--- src/rtl/ramdownstream_ctrl.sv ---
// Read-modify-write controller and arbiter in front of the ramdownstream
// cancelled-order accumulator RAM: accumulate, query and bulk-clear sources.
module ramdownstream_ctrl #(
  parameter int D_WIDTH = 16,
  parameter int A_WIDTH = 5,
  parameter int A_MAX   = 32
) (
  input  logic               clk,
  input  logic               rst_n,
  input  logic               acc_valid,
  output logic               acc_ready,
  input  logic [A_WIDTH-1:0] acc_client,
  input  logic [D_WIDTH-1:0] acc_amount,
  input  logic               qry_valid,
  output logic               qry_ready,
  input  logic [A_WIDTH-1:0] qry_client,
  output logic               rsp_valid,
  output logic [D_WIDTH-1:0] rsp_data,
  input  logic               clr_req,
  output logic               busy,
  output logic               sat_flag,
  output logic [A_WIDTH-1:0] ram_address_write,
  output logic [D_WIDTH-1:0] ram_data_write,
  output logic               ram_write_enable,
  output logic [A_WIDTH-1:0] ram_address_read,
  input  logic [D_WIDTH-1:0] ram_data_read,
  input  logic               ram_memwr
);

  typedef enum logic [2:0] {
    IDLE    = 3'd0,
    ACC_RMW = 3'd1,
    ACC_ACK = 3'd2,
    QRY_RD  = 3'd3,
    CLEAR   = 3'd4
  } state_t;

  localparam logic               SRC_ACC  = 1'b0;
  localparam logic               SRC_QRY  = 1'b1;
  localparam logic [A_WIDTH-1:0] LAST_IDX = A_WIDTH'(A_MAX - 1);

  // Returns {overflow, saturated sum}; an overflowing add clamps to all-ones.
  function automatic logic [D_WIDTH:0] sat_add(input logic [D_WIDTH-1:0] a,
                                               input logic [D_WIDTH-1:0] b);
    logic [D_WIDTH:0] sum;
    sum = {1'b0, a} + {1'b0, b};
    if (sum[D_WIDTH]) begin
      sat_add = {1'b1, {D_WIDTH{1'b1}}};
    end else begin
      sat_add = sum;
    end
  endfunction

  state_t             state_r, state_s;
  logic               rr_last_r, rr_last_s;
  logic               clr_pend_r, clr_pend_s;
  logic               sat_flag_r, sat_flag_s;
  logic               rsp_valid_r, rsp_valid_s;
  logic [D_WIDTH-1:0] rsp_data_r, rsp_data_s;
  logic [A_WIDTH-1:0] clr_cnt_r, clr_cnt_s;
  logic [A_WIDTH-1:0] client_r, client_s;
  logic [D_WIDTH-1:0] amount_r, amount_s;

  logic               clr_go_s;
  logic               acc_pref_s, qry_pref_s;
  logic               acc_ready_s, qry_ready_s;
  logic               we_s;
  logic [A_WIDTH-1:0] addr_w_s, addr_r_s;
  logic [D_WIDTH-1:0] data_w_s;
  logic [D_WIDTH:0]   sum_s;

  // Next-state, arbitration and RAM pin decode.
  always_comb begin
    state_s     = state_r;
    rr_last_s   = rr_last_r;
    clr_pend_s  = clr_pend_r;
    sat_flag_s  = sat_flag_r;
    rsp_valid_s = 1'b0;
    rsp_data_s  = rsp_data_r;
    clr_cnt_s   = clr_cnt_r;
    client_s    = client_r;
    amount_s    = amount_r;
    acc_ready_s = 1'b0;
    qry_ready_s = 1'b0;
    we_s        = 1'b0;
    addr_w_s    = client_r;
    addr_r_s    = client_r;
    data_w_s    = {D_WIDTH{1'b0}};
    sum_s       = {(D_WIDTH+1){1'b0}};

    clr_go_s   = clr_pend_r | clr_req;
    // Readies look only at the competing valid, never at their own.
    acc_pref_s = ~qry_valid | (rr_last_r == SRC_QRY);
    qry_pref_s = ~acc_valid | (rr_last_r == SRC_ACC);

    if (clr_req && (state_r != IDLE)) begin
      clr_pend_s = 1'b1;
    end else begin
      clr_pend_s = clr_pend_s;
    end

    case (state_r)
      IDLE: begin
        if (clr_go_s) begin
          state_s   = CLEAR;
          clr_cnt_s = {A_WIDTH{1'b0}};
        end else begin
          acc_ready_s = acc_pref_s;
          qry_ready_s = qry_pref_s;
          if (acc_valid && acc_pref_s) begin
            client_s = acc_client;
            amount_s = acc_amount;
            state_s  = ACC_RMW;
            if (qry_valid) begin
              rr_last_s = SRC_ACC;
            end else begin
              rr_last_s = rr_last_r;
            end
          end else if (qry_valid && qry_pref_s) begin
            client_s = qry_client;
            state_s  = QRY_RD;
            if (acc_valid) begin
              rr_last_s = SRC_QRY;
            end else begin
              rr_last_s = rr_last_r;
            end
          end else begin
            state_s = IDLE;
          end
        end
      end
      ACC_RMW: begin
        sum_s    = sat_add(ram_data_read, amount_r);
        data_w_s = sum_s[D_WIDTH-1:0];
        we_s     = 1'b1;
        if (sum_s[D_WIDTH]) begin
          sat_flag_s = 1'b1;
        end else begin
          sat_flag_s = sat_flag_r;
        end
        state_s = ACC_ACK;
      end
      ACC_ACK: begin
        // A missing memwr is a RAM-side fault; the request is not retried.
        if (ram_memwr) begin
          state_s = IDLE;
        end else begin
          state_s = IDLE;
        end
      end
      QRY_RD: begin
        rsp_data_s  = ram_data_read;
        rsp_valid_s = 1'b1;
        state_s     = IDLE;
      end
      CLEAR: begin
        addr_w_s = clr_cnt_r;
        data_w_s = {D_WIDTH{1'b0}};
        we_s     = 1'b1;
        if (clr_cnt_r == LAST_IDX) begin
          clr_cnt_s  = {A_WIDTH{1'b0}};
          sat_flag_s = 1'b0;
          clr_pend_s = 1'b0;
          state_s    = IDLE;
        end else begin
          clr_cnt_s = clr_cnt_r + A_WIDTH'(1);
        end
      end
      default: begin
        state_s = IDLE;
      end
    endcase
  end

  // Controller state registers.
  always_ff @(posedge clk or negedge rst_n) begin
    if (!rst_n) begin
      state_r     <= IDLE;
      rr_last_r   <= SRC_QRY;
      clr_pend_r  <= 1'b0;
      sat_flag_r  <= 1'b0;
      rsp_valid_r <= 1'b0;
      rsp_data_r  <= {D_WIDTH{1'b0}};
      clr_cnt_r   <= {A_WIDTH{1'b0}};
      client_r    <= {A_WIDTH{1'b0}};
      amount_r    <= {D_WIDTH{1'b0}};
    end else begin
      state_r     <= state_s;
      rr_last_r   <= rr_last_s;
      clr_pend_r  <= clr_pend_s;
      sat_flag_r  <= sat_flag_s;
      rsp_valid_r <= rsp_valid_s;
      rsp_data_r  <= rsp_data_s;
      clr_cnt_r   <= clr_cnt_s;
      client_r    <= client_s;
      amount_r    <= amount_s;
    end
  end

  assign acc_ready         = acc_ready_s;
  assign qry_ready         = qry_ready_s;
  assign rsp_valid         = rsp_valid_r;
  assign rsp_data          = rsp_data_r;
  assign busy              = (state_r != IDLE);
  assign sat_flag          = sat_flag_r;
  assign ram_address_write = addr_w_s;
  assign ram_data_write    = data_w_s;
  assign ram_write_enable  = we_s;
  assign ram_address_read  = addr_r_s;

endmodule

--- config.mk ---
export PLATFORM = sky130hd
export DESIGN_NAME = ramdownstream_ctrl
export DESIGN_NICKNAME = d
export VERILOG_FILES = /design/src/rtl/ramdownstream_ctrl.sv
export SDC_FILE = /design/constraint.sdc
export NUM_CORES = 1
export LEC_CHECK = 0
export CAP_MARGIN = 5
export CORE_ASPECT_RATIO = 1.4
export CORE_MARGIN = 10
export CORE_UTILIZATION = 33
export CTS_CLUSTER_SIZE = 16
export DETAILED_ROUTE_END_ITERATION = 6
export SYNTH_ARGS = -nofsm -noshare
export SYNTH_HDL_FRONTEND = slang
export SYNTH_SLANG_ARGS = --single-unit
--- constraint.sdc ---
create_clock -name clk -period 3.65 [get_ports clk]
set_clock_uncertainty 0.1 [all_clocks]
set_input_delay 0.5475 -clock clk [delete_from_list [all_inputs] [get_ports clk]]
set_output_delay 0.5475 -clock clk [all_outputs]
set_load 0.005 [all_outputs]
==> flow_summary.yaml <==
synth:
  synth_cell_types: 49
  syn_area_mm2: 0.00291
  synth_warnings: 0
  synth_area_leaders: "dfrtp_1, ha_1, nand2_1"
  synth-edff-count: 0
  ys_async_sr_fraction: 1.00
  syn_nets: 355
  synth_top_cells_by_count: "nand2_1, dfrtp_1, a21oi_1, ha_1, a21o_1"
  ys_ff_latch: 49
  yosysMostFrequentCell: "nand2_1"
  synth_top_area_share: 0.413
  synth-main-ff-cell: "dfrtp_1"
  syn_inst: 288
  ys_seq_area_frac: 0.422
  synth.largest_area_cell: "dfrtp_1"
  syn_avg_cell_area_um2: 10.1
critical_path:
  crit_family: "buffers and inverters"
  worst-path-buf-inv: 5
  start_kind: "input port"
  slowest_stage: "fa_2"
  slowest_delay_ns: 0.34
  critical_path_required_ns: 3.00
  cpMostUsedCell: "buf_4"
  critical_path_class: "in2out"
  crit_fanout: 3
  cp_cell_sequence: "dlygate4sd2_1 > ha_2 > fa_2 > a21o_1 > a311oi_2 > nor4_2 > buf_4 > o31ai_2 > buf_4 > buf_6 > xor2_2 > a21oi_1 > buf_2"
  cp-end-kind: "output pin"
  arrival_ns: 2.94
placed_design:
  port_buffers: 94
  place_area_mm2: 0.00413
  dp_hpwl_mm: 6.56
  gp_congestion: 0.792
  preCtsSetupSlack_ns: -0.544
detailed_routing:
  drcViolationCount: 0
  vias: 2618
  vias_per_cell: 4.99
  drt_iter0_markers: 48
  drtAntennaViolNets: 0
  firstDrtPassIters: 4
  wire_per_inst_um: 17.2
  drt-total-wl_mm: 9.02
global_route:
  overflow: 0
  grt_busiest_layer: "met2"
  grt_pass1_vias: 2812
  grtUsageMet1: 0.138
  met2_usage: 0.243
  antenna_found_initial: 0
  grt_pass1_wl_mm: 14.4
  grt_max_degree: 33
  grt_usage: 0.134
  grtUsageMet3: 0.0582
cts:
  cts-buffers-inserted: 5
  ctsHoldBuffers: 0
  clkSlewWorstSetupHoldPaths_ns: 0.07
  clock-sinks: 49
  cts_max_level: 2
  ctsLongestPathBuffers: 2
  cts_root_buffer: "clkbuf_16"
  cts_tree: "yes"
  worstSkewPairLatency_ns: 0.29
hold_path:
  holdCritPathClass: "in2async"
floorplan:
  chipHeight_um: 131
  rows: 40
  design.core.area_mm2: 0.00861
  num_io_pins: 96
  initial_core_util: 0.338
  fp.dieW_um: 99.4
  die-area_mm2: 0.0130
sta:
  finalSetupTns_ns: 0
  max-slew-margin-rel: 0.490
  finalCriticalPeriod_ns: 3.59
  hold_viol: 0
  fmax_mhz: 278
  layout_setup_ws_ns: 0.0587
  tightestPinTransition_ns: 0.765
  slew_viol_final: 0
  setup_viol: 0
  rsz0062_at_grt: "true"
  whs_ns: 0.227
  period_share: 0.984
power_and_ir_drop:
  internal_power_mw: 1.20
  power.leakage_nw: 2.14
  p_sw_mw: 0.495
  p_sw_frac: 0.292
  power-per-cell-area_mw_per_mm2: 390
  p_seq_frac: 0.396
  irDropWorstVdd_v: 0.000262
  power_frac_comb: 0.333
  power_frac_clock: 0.271
cells_and_area:
  post-route-util: 0.505
  fill_cells: 850
  multi_input_area_mm2: 0.00169
  syn2layout_area_growth_pct: 49.4
  antenna_cells: 0
  layout.nets: 486
  finalInstanceArea_mm2: 0.00435
  final_layout_size_suffix_gt1_frac: 0.240
  register_area_mm2: 0.00123
flow_run:
  maxCapViolations: 0
outcome:
  status: "finished clean"
==> sequential cells by signal (all words and copies together), names as in the netlist <==
register,flops
amount_r,16
rsp_data,16
clr_cnt_r,5
ram_address_read,5
state_r,3
clr_pend_r,1
rr_last_r,1
rsp_valid,1
sat_flag,1
==> through the flow <==
step | power (mW) | cells
floorplan | 0.939 | 288
global placement | 1.22 | 505
detailed placement | 1.23 | 505
CTS | 1.72 | 524
global route | 1.80 | 525
finish | 1.70 | 525
==> metal layers <==
metal | up-vias | share of wire
met2 | 70 | 0.52
met3 | 7 | 0.084
met5 | - | 0
met4 | 0 | 0.010
met1 | 1267 | 0.39
li1 | 1274 | -
==> logic make-up after synthesis <==
group,Yosys count,share of synthesized area
muxes,26,0.111
and+or+nand+nor,89,0.141
AOI/OAI and AO/OA,77,0.174
adders and majority gates,19,0.0842
xor gates and xnor gates,15,0.0451
DFF,49,0.422
buffers and inverters,13,0.0228
==> path summary, 6_finish.rpt <==
kind | from | to | slack [ns] | cells after the start
max | ram_data_read[0] | ram_data_write[12] | 0.06 | 13
min | rst_n | amount_r[4]$_DFFE_PN0P_ | 0.23 | 1
max reg2reg | amount_r[0]$_DFFE_PN0P_ | sat_flag$_DFFE_PN0P_ | 0.97 | 12
min reg2reg | rsp_data[7]$_DFFE_PN0P_ | rsp_data[7]$_DFFE_PN0P_ | 0.37 | 2
max in group asynchronous | rst_n | state_r[1]$_DFFE_PN0P_ | 2.45 | 2
min in group clk | rsp_data[7]$_DFFE_PN0P_ | rsp_data[7]$_DFFE_PN0P_ | 0.37 | 2
==> cell usage in the layout, fill, tap and decap left out, types with 10 or more instances in the layout <==
cell type        instances
clkdlybuf4s50_1         72
nor2_1                  12
mux2_4                  10
dfrtp_1                 48
a21o_1                  13
ha_1                    15
a21oi_1                 34
buf_2                   12
nand2_1                 57
buf_4                   35
xor2_1                  10
mux2_2                  11
o21ai_0                 10
==> final cells by class <==
| cell class | count | share of cell area |
|---|---|---|
| multi-input cells | 228 | 0.390 |
| flip-flops and latches | 49 | 0.282 |
| repair buffers | 130 | 0.262 |
| well taps | 105 | 0.0302 |
| clock buffers | 6 | 0.0296 |
| inverters | 5 | 0.00432 |
| clock inverters | 2 | 0.00230 |
==> power groups by stage <==
stage / logic, mW / clock network (mW) / registers, mW
6_report: 0.565 / 0.459 / 0.672
5_1_grt: 0.630 / 0.488 / 0.684
4_1_cts: 0.573 / 0.474 / 0.672
3_5_place_dp: 0.545 / 0 / 0.682
3_3_place_gp: 0.539 / 0 / 0.679
2_1_floorplan: 0.270 / 0 / 0.669
==> worst reg2reg max path, stage by stage, from the launching register on <==
cell and delay, ns:
dfrtp_1 0.38, ha_2 0.20, fa_2 0.34, a21o_1 0.22, a311oi_2 0.27, nor4_2 0.08, buf_4 0.15, o31ai_2 0.21
buf_4 0.17, o21a_4 0.13, buf_4 0.13, buf_4 0.10, o21ai_0 0.06
==> what timing repair did <==
item	CTS	global route
cloned	2	0
pin swaps	11	10
setup buffers	9	1
setup endpoints to repair	16	15
resized for setup	63	12
No activity file was read; power rests on OpenSTA's default activity.
